`src/rtl/hs_mem_spram_be_pkg.sv`:
```
`default_nettype none
// ============================================================================
// Module : hs_mem_spram_be_pkg
// Brief  : Shared types and helpers for the hs_mem single-port RAM family.
// Rev    : 1.0 - initial release
// ============================================================================
package hs_mem_spram_be_pkg;

  typedef enum logic [1:0] {
    READ_FIRST  = 2'd0,
    WRITE_FIRST = 2'd1,
    NO_CHANGE   = 2'd2
  } rdw_mode_e;

  typedef enum logic [0:0] {
    ST_IDLE  = 1'b0,
    ST_SWEEP = 1'b1
  } seq_state_e;

  function automatic int ceil_to_nxt_pow2(input int x);
    return 1 << $clog2(x);
  endfunction

endpackage
`default_nettype wire

```
`src/rtl/hs_mem_spram_be_init_seq.sv`:
```
`default_nettype none
// ============================================================================
// Module : hs_mem_spram_be_init_seq
// Brief  : Clear sequencer; sweeps every array address once after reset/clr.
// Rev    : 1.0 - initial release
// ============================================================================
module hs_mem_spram_be_init_seq
  import hs_mem_spram_be_pkg::*;
#(
  parameter int ADDR_WIDTH  = 4,
  parameter bit INIT_ON_RST = 1'b1
) (
  input  logic                  clk,
  input  logic                  rst,
  input  logic                  i_ce,
  input  logic                  i_clr,
  output logic                  o_busy,
  output logic                  o_sweep_wen,
  output logic [ADDR_WIDTH-1:0] o_sweep_addr
);

  seq_state_e            r_state;
  logic [ADDR_WIDTH-1:0] r_addr;

  // The array is a power of two, so the last address is all ones and the
  // counter naturally wraps back to zero when the sweep finishes.
  always_ff @(posedge clk) begin
    if (rst) begin
      r_state <= INIT_ON_RST ? ST_SWEEP : ST_IDLE;
      r_addr  <= '0;
    end else if (i_ce) begin
      case (r_state)
        ST_IDLE: begin
          if (i_clr) begin
            r_state <= ST_SWEEP;
            r_addr  <= '0;
          end
        end
        ST_SWEEP: begin
          if (&r_addr) begin
            r_state <= ST_IDLE;
          end
          r_addr <= r_addr + ADDR_WIDTH'(1);
        end
        default: r_state <= ST_IDLE;
      endcase
    end
  end

  assign o_busy       = (r_state == ST_SWEEP);
  assign o_sweep_wen  = (r_state == ST_SWEEP);
  assign o_sweep_addr = r_addr;

endmodule
`default_nettype wire

```
`src/rtl/hs_mem_spram_be.sv`:
```
`default_nettype none
// ============================================================================
// Module : hs_mem_spram_be
// Brief  : Single-port RAM with byte enables, RDW modes, optional output reg
//          and a hardware clear sweep.
// Rev    : 1.0 - initial release
// ============================================================================
module hs_mem_spram_be
  import hs_mem_spram_be_pkg::*;
#(
  parameter  int                  DATA_WIDTH  = 32,
  parameter  int                  BYTE_WIDTH  = 8,
  parameter  int                  DATA_DEPTH  = 16,
  parameter  bit                  OUT_REG     = 1'b0,
  parameter  rdw_mode_e           RDW_MODE    = READ_FIRST,
  parameter  bit                  INIT_ON_RST = 1'b1,
  parameter  logic [DATA_WIDTH-1:0] INIT_VALUE = '0,
  localparam int                  c_addr_width = $clog2(DATA_DEPTH),
  localparam int                  c_num_bytes  = DATA_WIDTH / BYTE_WIDTH
) (
  input  logic                    clk,
  input  logic                    rst,
  input  logic                    ce,
  input  logic                    req,
  input  logic                    wen,
  input  logic [c_addr_width-1:0] addr,
  input  logic [DATA_WIDTH-1:0]   wdata,
  input  logic [c_num_bytes-1:0]  wbe,
  output logic [DATA_WIDTH-1:0]   rdata,
  output logic                    rvalid,
  input  logic                    clr,
  output logic                    busy
);

  localparam int c_depth_real = ceil_to_nxt_pow2(DATA_DEPTH);

  logic [DATA_WIDTH-1:0]   r_mem [c_depth_real];
  logic [DATA_WIDTH-1:0]   r_s1_data;
  logic                    r_s1_valid;

  logic                    w_busy;
  logic                    w_sweep_wen;
  logic [c_addr_width-1:0] w_sweep_addr;
  logic                    w_sweep_we;
  logic                    w_acc;
  logic [c_addr_width-1:0] w_waddr;
  logic [DATA_WIDTH-1:0]   w_wdata;
  logic [c_num_bytes-1:0]  w_lane_we;
  logic [DATA_WIDTH-1:0]   w_old;
  logic [DATA_WIDTH-1:0]   w_merged;
  logic [DATA_WIDTH-1:0]   w_s1_next;
  logic                    w_s1_upd;

  hs_mem_spram_be_init_seq #(
    .ADDR_WIDTH  (c_addr_width),
    .INIT_ON_RST (INIT_ON_RST)
  ) u_init_seq (
    .clk          (clk),
    .rst          (rst),
    .i_ce         (ce),
    .i_clr        (clr),
    .o_busy       (w_busy),
    .o_sweep_wen  (w_sweep_wen),
    .o_sweep_addr (w_sweep_addr)
  );

  // A clear request in the same cycle as an access wins; the access is dropped.
  assign w_acc      = ce && !rst && !w_busy && req && !clr;
  assign w_sweep_we = w_sweep_wen && !rst;

  assign w_waddr   = w_sweep_we ? w_sweep_addr : addr;
  assign w_wdata   = w_sweep_we ? INIT_VALUE : wdata;
  assign w_lane_we = w_sweep_we ? {c_num_bytes{1'b1}} :
                     ((w_acc && wen) ? wbe : '0);

  always_comb begin
    w_old    = r_mem[addr];
    w_merged = w_old;
    for (int i = 0; i < c_num_bytes; i++) begin
      if (wen && wbe[i]) begin
        w_merged[i*BYTE_WIDTH +: BYTE_WIDTH] = wdata[i*BYTE_WIDTH +: BYTE_WIDTH];
      end
    end
  end

  assign w_s1_next = (RDW_MODE == WRITE_FIRST) ? w_merged : w_old;
  assign w_s1_upd  = w_acc && !((RDW_MODE == NO_CHANGE) && wen);

  always_ff @(posedge clk) begin
    if (ce) begin
      for (int i = 0; i < c_num_bytes; i++) begin
        if (w_lane_we[i]) begin
          r_mem[w_waddr][i*BYTE_WIDTH +: BYTE_WIDTH] <= w_wdata[i*BYTE_WIDTH +: BYTE_WIDTH];
        end
      end
    end
    if (rst) begin
      r_s1_data  <= '0;
      r_s1_valid <= 1'b0;
    end else if (ce) begin
      r_s1_valid <= w_s1_upd;
      if (w_s1_upd) begin
        r_s1_data <= w_s1_next;
      end
    end
  end

  generate
    if (OUT_REG) begin : g_out_reg
      logic [DATA_WIDTH-1:0] r_s2_data;
      logic                  r_s2_valid;

      always_ff @(posedge clk) begin
        if (rst) begin
          r_s2_data  <= '0;
          r_s2_valid <= 1'b0;
        end else if (ce) begin
          r_s2_valid <= r_s1_valid;
          if (r_s1_valid) begin
            r_s2_data <= r_s1_data;
          end
        end
      end

      assign rdata  = r_s2_data;
      assign rvalid = r_s2_valid;
    end else begin : g_no_out_reg
      assign rdata  = r_s1_data;
      assign rvalid = r_s1_valid;
    end
  endgenerate

  assign busy = w_busy;

endmodule
`default_nettype wire
```
`config.mk`:
```
export PLATFORM = sky130hd
export DESIGN_NAME = hs_mem_spram_be
export DESIGN_NICKNAME = d
export VERILOG_FILES = /design/src/rtl/hs_mem_spram_be_pkg.sv /design/src/rtl/hs_mem_spram_be_init_seq.sv /design/src/rtl/hs_mem_spram_be.sv
export SDC_FILE = /design/constraint.sdc
export NUM_CORES = 1
export LEC_CHECK = 0
export BUFFER_PORTS_ARGS = -buffer_cell sky130_fd_sc_hd__buf_2
export CORE_ASPECT_RATIO = 1.1
export CORE_UTILIZATION = 55
export CTS_BUF_LIST = sky130_fd_sc_hd__clkbuf_4 sky130_fd_sc_hd__clkbuf_8
export CTS_CLUSTER_DIAMETER = 60
export DETAILED_ROUTE_END_ITERATION = 12
export PLACE_DENSITY = 0.72
export SKIP_LAST_GASP = 1
export SLEW_MARGIN = 20
export SYNTH_ARGS = -nofsm -noshare
export SYNTH_HDL_FRONTEND = slang
export SYNTH_SLANG_ARGS = --single-unit
```
`constraint.sdc`:
```
create_clock -name clk -period 5.1 [get_ports clk]
set_input_delay 0.255 -clock clk [delete_from_list [all_inputs] [get_ports clk]]
set_output_delay 0.255 -clock clk [all_outputs]
set_load 0.01 [all_outputs]
```
After elaboration in Yosys (flattened, before gate mapping)
Memory sizes are Yosys's and may differ from the RTL's. A register that Yosys moved wholly into a read port is not among the register bits.
Index checks and enable logic that the tools add are counted.
W data, S select, Z words.

storage, ports and cells
  register bits after elaboration = 6
  memory bits (writable) = 512
  input port bits = 46
  logic and storage cells = 40
  memories = 1

cells by class
  add/subtract/negate cells = 1
  equal/unequal tests = 1
  multiplexer cells = 21
  bitwise logic cells = 1
  reductions and logical operators = 12

memories
  memory  depth  width  rd ports  clocked after Yosys merged registers in  write ports  RTL line               source
  r_mem   16     32     1         1                                        1            hs_mem_spram_be.sv:37  logic [DATA_WIDTH-1:0] r_mem [c_depth_real];

operators by type and width
  operator               number
  $mux W32               1
  $mux W4                4
  $mux W1                14
  $pmux W4 S2            1
  $logic_and A1 B1 Y1    6
  $add A4 B1 Y4 const B  1
  $reduce_and A2 Y1      2
  $reduce_and A4 Y1      1
  $logic_not A1 Y1       3
  $ne A2 B2 Y1 const B   1
  $pmux W1 S2            1
  $not A1 Y1             1

Depth between registers and ports, before layout
  word-level depth = 11
  depth in mapped cells = 7

By module
A second synthesis with hierarchy kept.

second synthesis, totals
  cells, all modules = 1033
  area, all modules = 22350.2 sq um

by module, submodules not included
  module                    instances  cells an instance  area each (sq um)  seq. area each (sq um)
  hs_mem_spram_be           1          1005               22111.2            16035.4
  hs_mem_spram_be_init_seq  1          28                 239.0              100.1

Least setup slack after synthesis
No wires, ideal clock.

  path type = reg-to-reg
  from = register u_init_seq.r_state, in the netlist u_init_seq.o_busy
  to = memory r_mem[4][16] (enable)
  setup time = 0.370 ns
  arrival = 1.791 ns
  data required time = 4.730 ns
  slack = 2.938 ns
  cell stages (with the launch flop) = 6
  period minus slack after synthesis = 2.162 ns
  cell sequence = dfxtp_1 > clkbuf_1 > or4b_1 > o31ai_2 > nand2_1 > nor2_1

between the ends
  cells in the longest elaborated chain, start to end = 10
  elaborated cells between the ends (all ways) = 12
  those cells by class = mux (6); reduce/logical (6)

ends and longest elaborated chain
  item                              RTL line                        source
  start, declared                   hs_mem_spram_be_init_seq.sv:22  seq_state_e r_state;
  start signal, assigned            hs_mem_spram_be_init_seq.sv:29  r_state <= INIT_ON_RST ? ST_SWEEP : ST_IDLE;
  $logic_not A1 Y1                  hs_mem_spram_be.sv:68           assign w_acc = ce && !rst && !w_busy && req && !clr;
  $logic_and A1 B1 Y1 (3 in a row)  hs_mem_spram_be.sv:68
  $logic_and A1 B1 Y1               hs_mem_spram_be.sv:74           ((w_acc && wen) ? wbe : '0);
  $mux W4                           hs_mem_spram_be.sv:74
  $mux W4                           hs_mem_spram_be.sv:73           assign w_lane_we = w_sweep_we ? {c_num_bytes{1'b1}} :
  $mux W1                           hs_mem_spram_be.sv:92           if (w_lane_we[i]) begin
  $mux W1                           hs_mem_spram_be.sv:90           if (ce) begin
  $mux W1 (implied by the code)     hs_mem_spram_be.sv:93           r_mem[w_waddr][i*BYTE_WIDTH +: BYTE_WIDTH] <= w_wdata[i*BYTE_WIDTH +: BYTE_WIDTH];
  end, declared                     hs_mem_spram_be.sv:37

Parallel ways exist; a longest one is shown, timed or not.

Worst setup path in the final report
  from = register u_init_seq.r_state, in the netlist u_init_seq.o_busy
  to = memory r_mem[11][8] (enable)

Same word-level chain as after synthesis.

==> results.yml <==
outcome:
  status: "finished, final reports clean"
run:
  maxCapViolCount: 0
sta:
  rsz0062_at_grt: "false"
  timing.final.crit_period_ps: 3320
  slew_violations: 0
  fin_skew_ps: 13.4
  fmax_mhz: 301
  finalHoldViolCount: 0
  relSlewSlack: 0.240
  holdWs_ps: 44.4
  period_share: 0.651
  tightest_slew_ps: 1140
  setup_viol: 0
  tns_ps: 0
routing:
  routed_via_density: 6.17
  postRouteAntennaNets: 0
  dr.first_iter.drc_count: 1240
  drt-total-wl_mm: 48.0
  wl_per_cell_um: 27.4
  first_pass_iters: 6
  drc: 0
  dr_total_vias: 10789
synthesis:
  synth-main-ff-cell: "edfxtp_1"
  syn_area_um2: 21400
  synth-seq-area-share: 0.754
  synth_async_sr_flop_share: 0
  syn_inst: 1067
  synth-edff-count: 512
  synth_seq_cells: 550
  ys_types: 45
  syn_nets: 1114
  syn_area_per_cell_um2: 20.1
  yosys_warnings: 0
final_layout:
  antenna-diode-count: 0
  stdcell_count: 1749
  layout_common_cells: "edfxtp_1, mux4_2, clkbuf_8, buf_2, nor2_1"
  fillCellCount: 2678
  layout_commonest_cell: "edfxtp_1"
  finalNetCount: 1230
  area_growth_pct: 11.9
  drive_above_1_share: 0.308
worst_setup_path:
  cp_slowest_cell: "nor2_1"
  cp_num_buf_inv: 0
  max_stage_delay_ps: 730
  startpoint_type: "register"
  cp_cell_sequence: "nand2b_2 -> mux2i_1 -> nand2_1 -> nor2_1"
  cp_max_fo: 34
  r2r_setup_slack_ps: 1780
  crit_path_end_kind: "register"
  required_ps: 5330
  path_class: "reg2reg"
  crit_family: "simple AND/OR/NAND/NOR gates"
  crit_arrival_ps: 3550
placement:
  dp.final_hpwl_mm: 30.2
  dp_cells: 1600
  port_buffers: 79
  gp_congestion: 0.895
cts:
  htree_levels: 3
  clockBufferDepth: 3
  cts_tree: "done"
  insertion_delay_ps: 610
  path_clk_slew_ps: 60
  cts_inserted_buffers: 80
  clock-sinks: 550
  cts_root_buffer: "clkbuf_8"
global_routing:
  overflow: 0
  grt_pass1_vias: 11076
  grt_pass1_wl_mm: 71.2
  track_usage: 0.252
  antenna_found_initial: 1
  grt_max_degree: 91
die:
  num_rows: 75
  dieHeight_um: 209
  io_pins: 80
  die-area_um2: 39700
  die_x_um: 190
  core_region_area_um2: 38300
  initial_core_util: 0.559
power:
  cellPowerDensity_nw_per_um2: 378
  p_leak_nw: 7.99
  peakVddDrop_mv: 0.216
worst_hold_path:
  hold_path.class: "in2reg"
==> metrics by stage <==
| stage | utilization | setup WS [ps] | power (mW) | instance area [um^2] |
|---|---|---|---|---|
| floorplan | - | 2940 | 5.34 | 21400 |
| global placement | 0.581 | 1900 | 5.47 | 22200 |
| detailed placement | 0.581 | 1750 | 5.48 | 22200 |
| CTS | 0.626 | 1810 | 9.10 | 23900 |
| global route | 0.626 | 1580 | 9.30 | 23900 |
| finish | 0.626 | 1780 | 9.05 | 23900 |
==> path summary, 6_finish.rpt <==
check | start | endpoint | cells past startpoint
hold / removal | ce | u_init_seq.o_busy | 3
setup / recovery | u_init_seq.o_busy | r_mem[11][8] | 4
setup reg to reg | u_init_seq.o_busy | r_mem[11][8] | 4
hold reg to reg | rvalid | rvalid | 2
==> sequential cells by signal, summed over array words and instances (netlist names) <==
signal and count:
rvalid 1, u_init_seq.o_busy 1, u_init_seq.o_sweep_addr 4, rdata 32
r_mem 512
==> worst register-to-register path, stage by stage, from the launching register on <==
cell and delay, ps:
dfxtp_1 620, nand2b_2 670, mux2i_1 510, nand2_1 410, nor2_1 730
==> synth_stat cells (all sizes together), types with 4 or more instances <==
cell	number	area (um^2)
edfxtp	512	15400
mux4	127	2880
nor2	76	285
nand2	67	251
buf	41	283
dfxtp	38	761
and2	32	200
a22oi	25	188
mux2i	24	240
mux2	20	225
o21ai	20	100
clkbuf	19	71.3
a221o	12	120
a22o	6	52.6
and4	4	35.0
inv	4	15.0
nand2b	4	25.0
nor3	4	25.0
o31ai	4	35.0
or4bb	4	45.0
==> where the power goes <==
group	switching [mW]	total, mW	internal (mW)	leakage [nW]
Sequential	0.00949	4.97	4.96	4.99
Combinational	0.260	0.411	0.151	2.09
Clock	1.63	3.66	2.04	0.911
Total	1.90	9.05	7.15	7.99
==> routing by layer <==
| layer | up-vias | part of all wire | GRT usage |
|---|---|---|---|
| met5 | - | 0 | 0 |
| li1 | 4594 | - | - |
| met2 | 551 | 0.50 | 0.402 |
| met1 | 5556 | 0.40 | 0.353 |
| met3 | 88 | 0.081 | 0.0479 |
| met4 | 0 | 0.026 | 0.0829 |
==> area by class of cell <==
cell class	instances	area, um^2	share of cell area
tap	500	626	0.0261
clock buffer	120	1500	0.0624
multi-input combinational	453	4930	0.206
clock inverter	28	214	0.00893
timing repair buffer	94	538	0.0225
inverter	4	15.0	0.000627
sequential	550	16100	0.674
==> repair_timing <==
action                    CTS  global route
buffers inserted            0             0
hold buffers                1             0
hold endpoints to repair    1             0
gates resized for setup     0             0
==> logic make-up (layout without fill, tap and decap cells) <==
family / count (synthesis) / after routing / synth area share
multiplexers: 171 / 171 / 0.156
AO/OA/AOI/OAI: 78 / 78 / 0.0270
flip-flops: 550 / 550 / 0.754
adder cells (fa/ha/maj): 1 / 1 / 0.000585
AND/OR/NAND/NOR: 203 / 203 / 0.0447
buffers and inverters: 64 / 246 / 0.0172
Power figures use the tool's default switching activity.
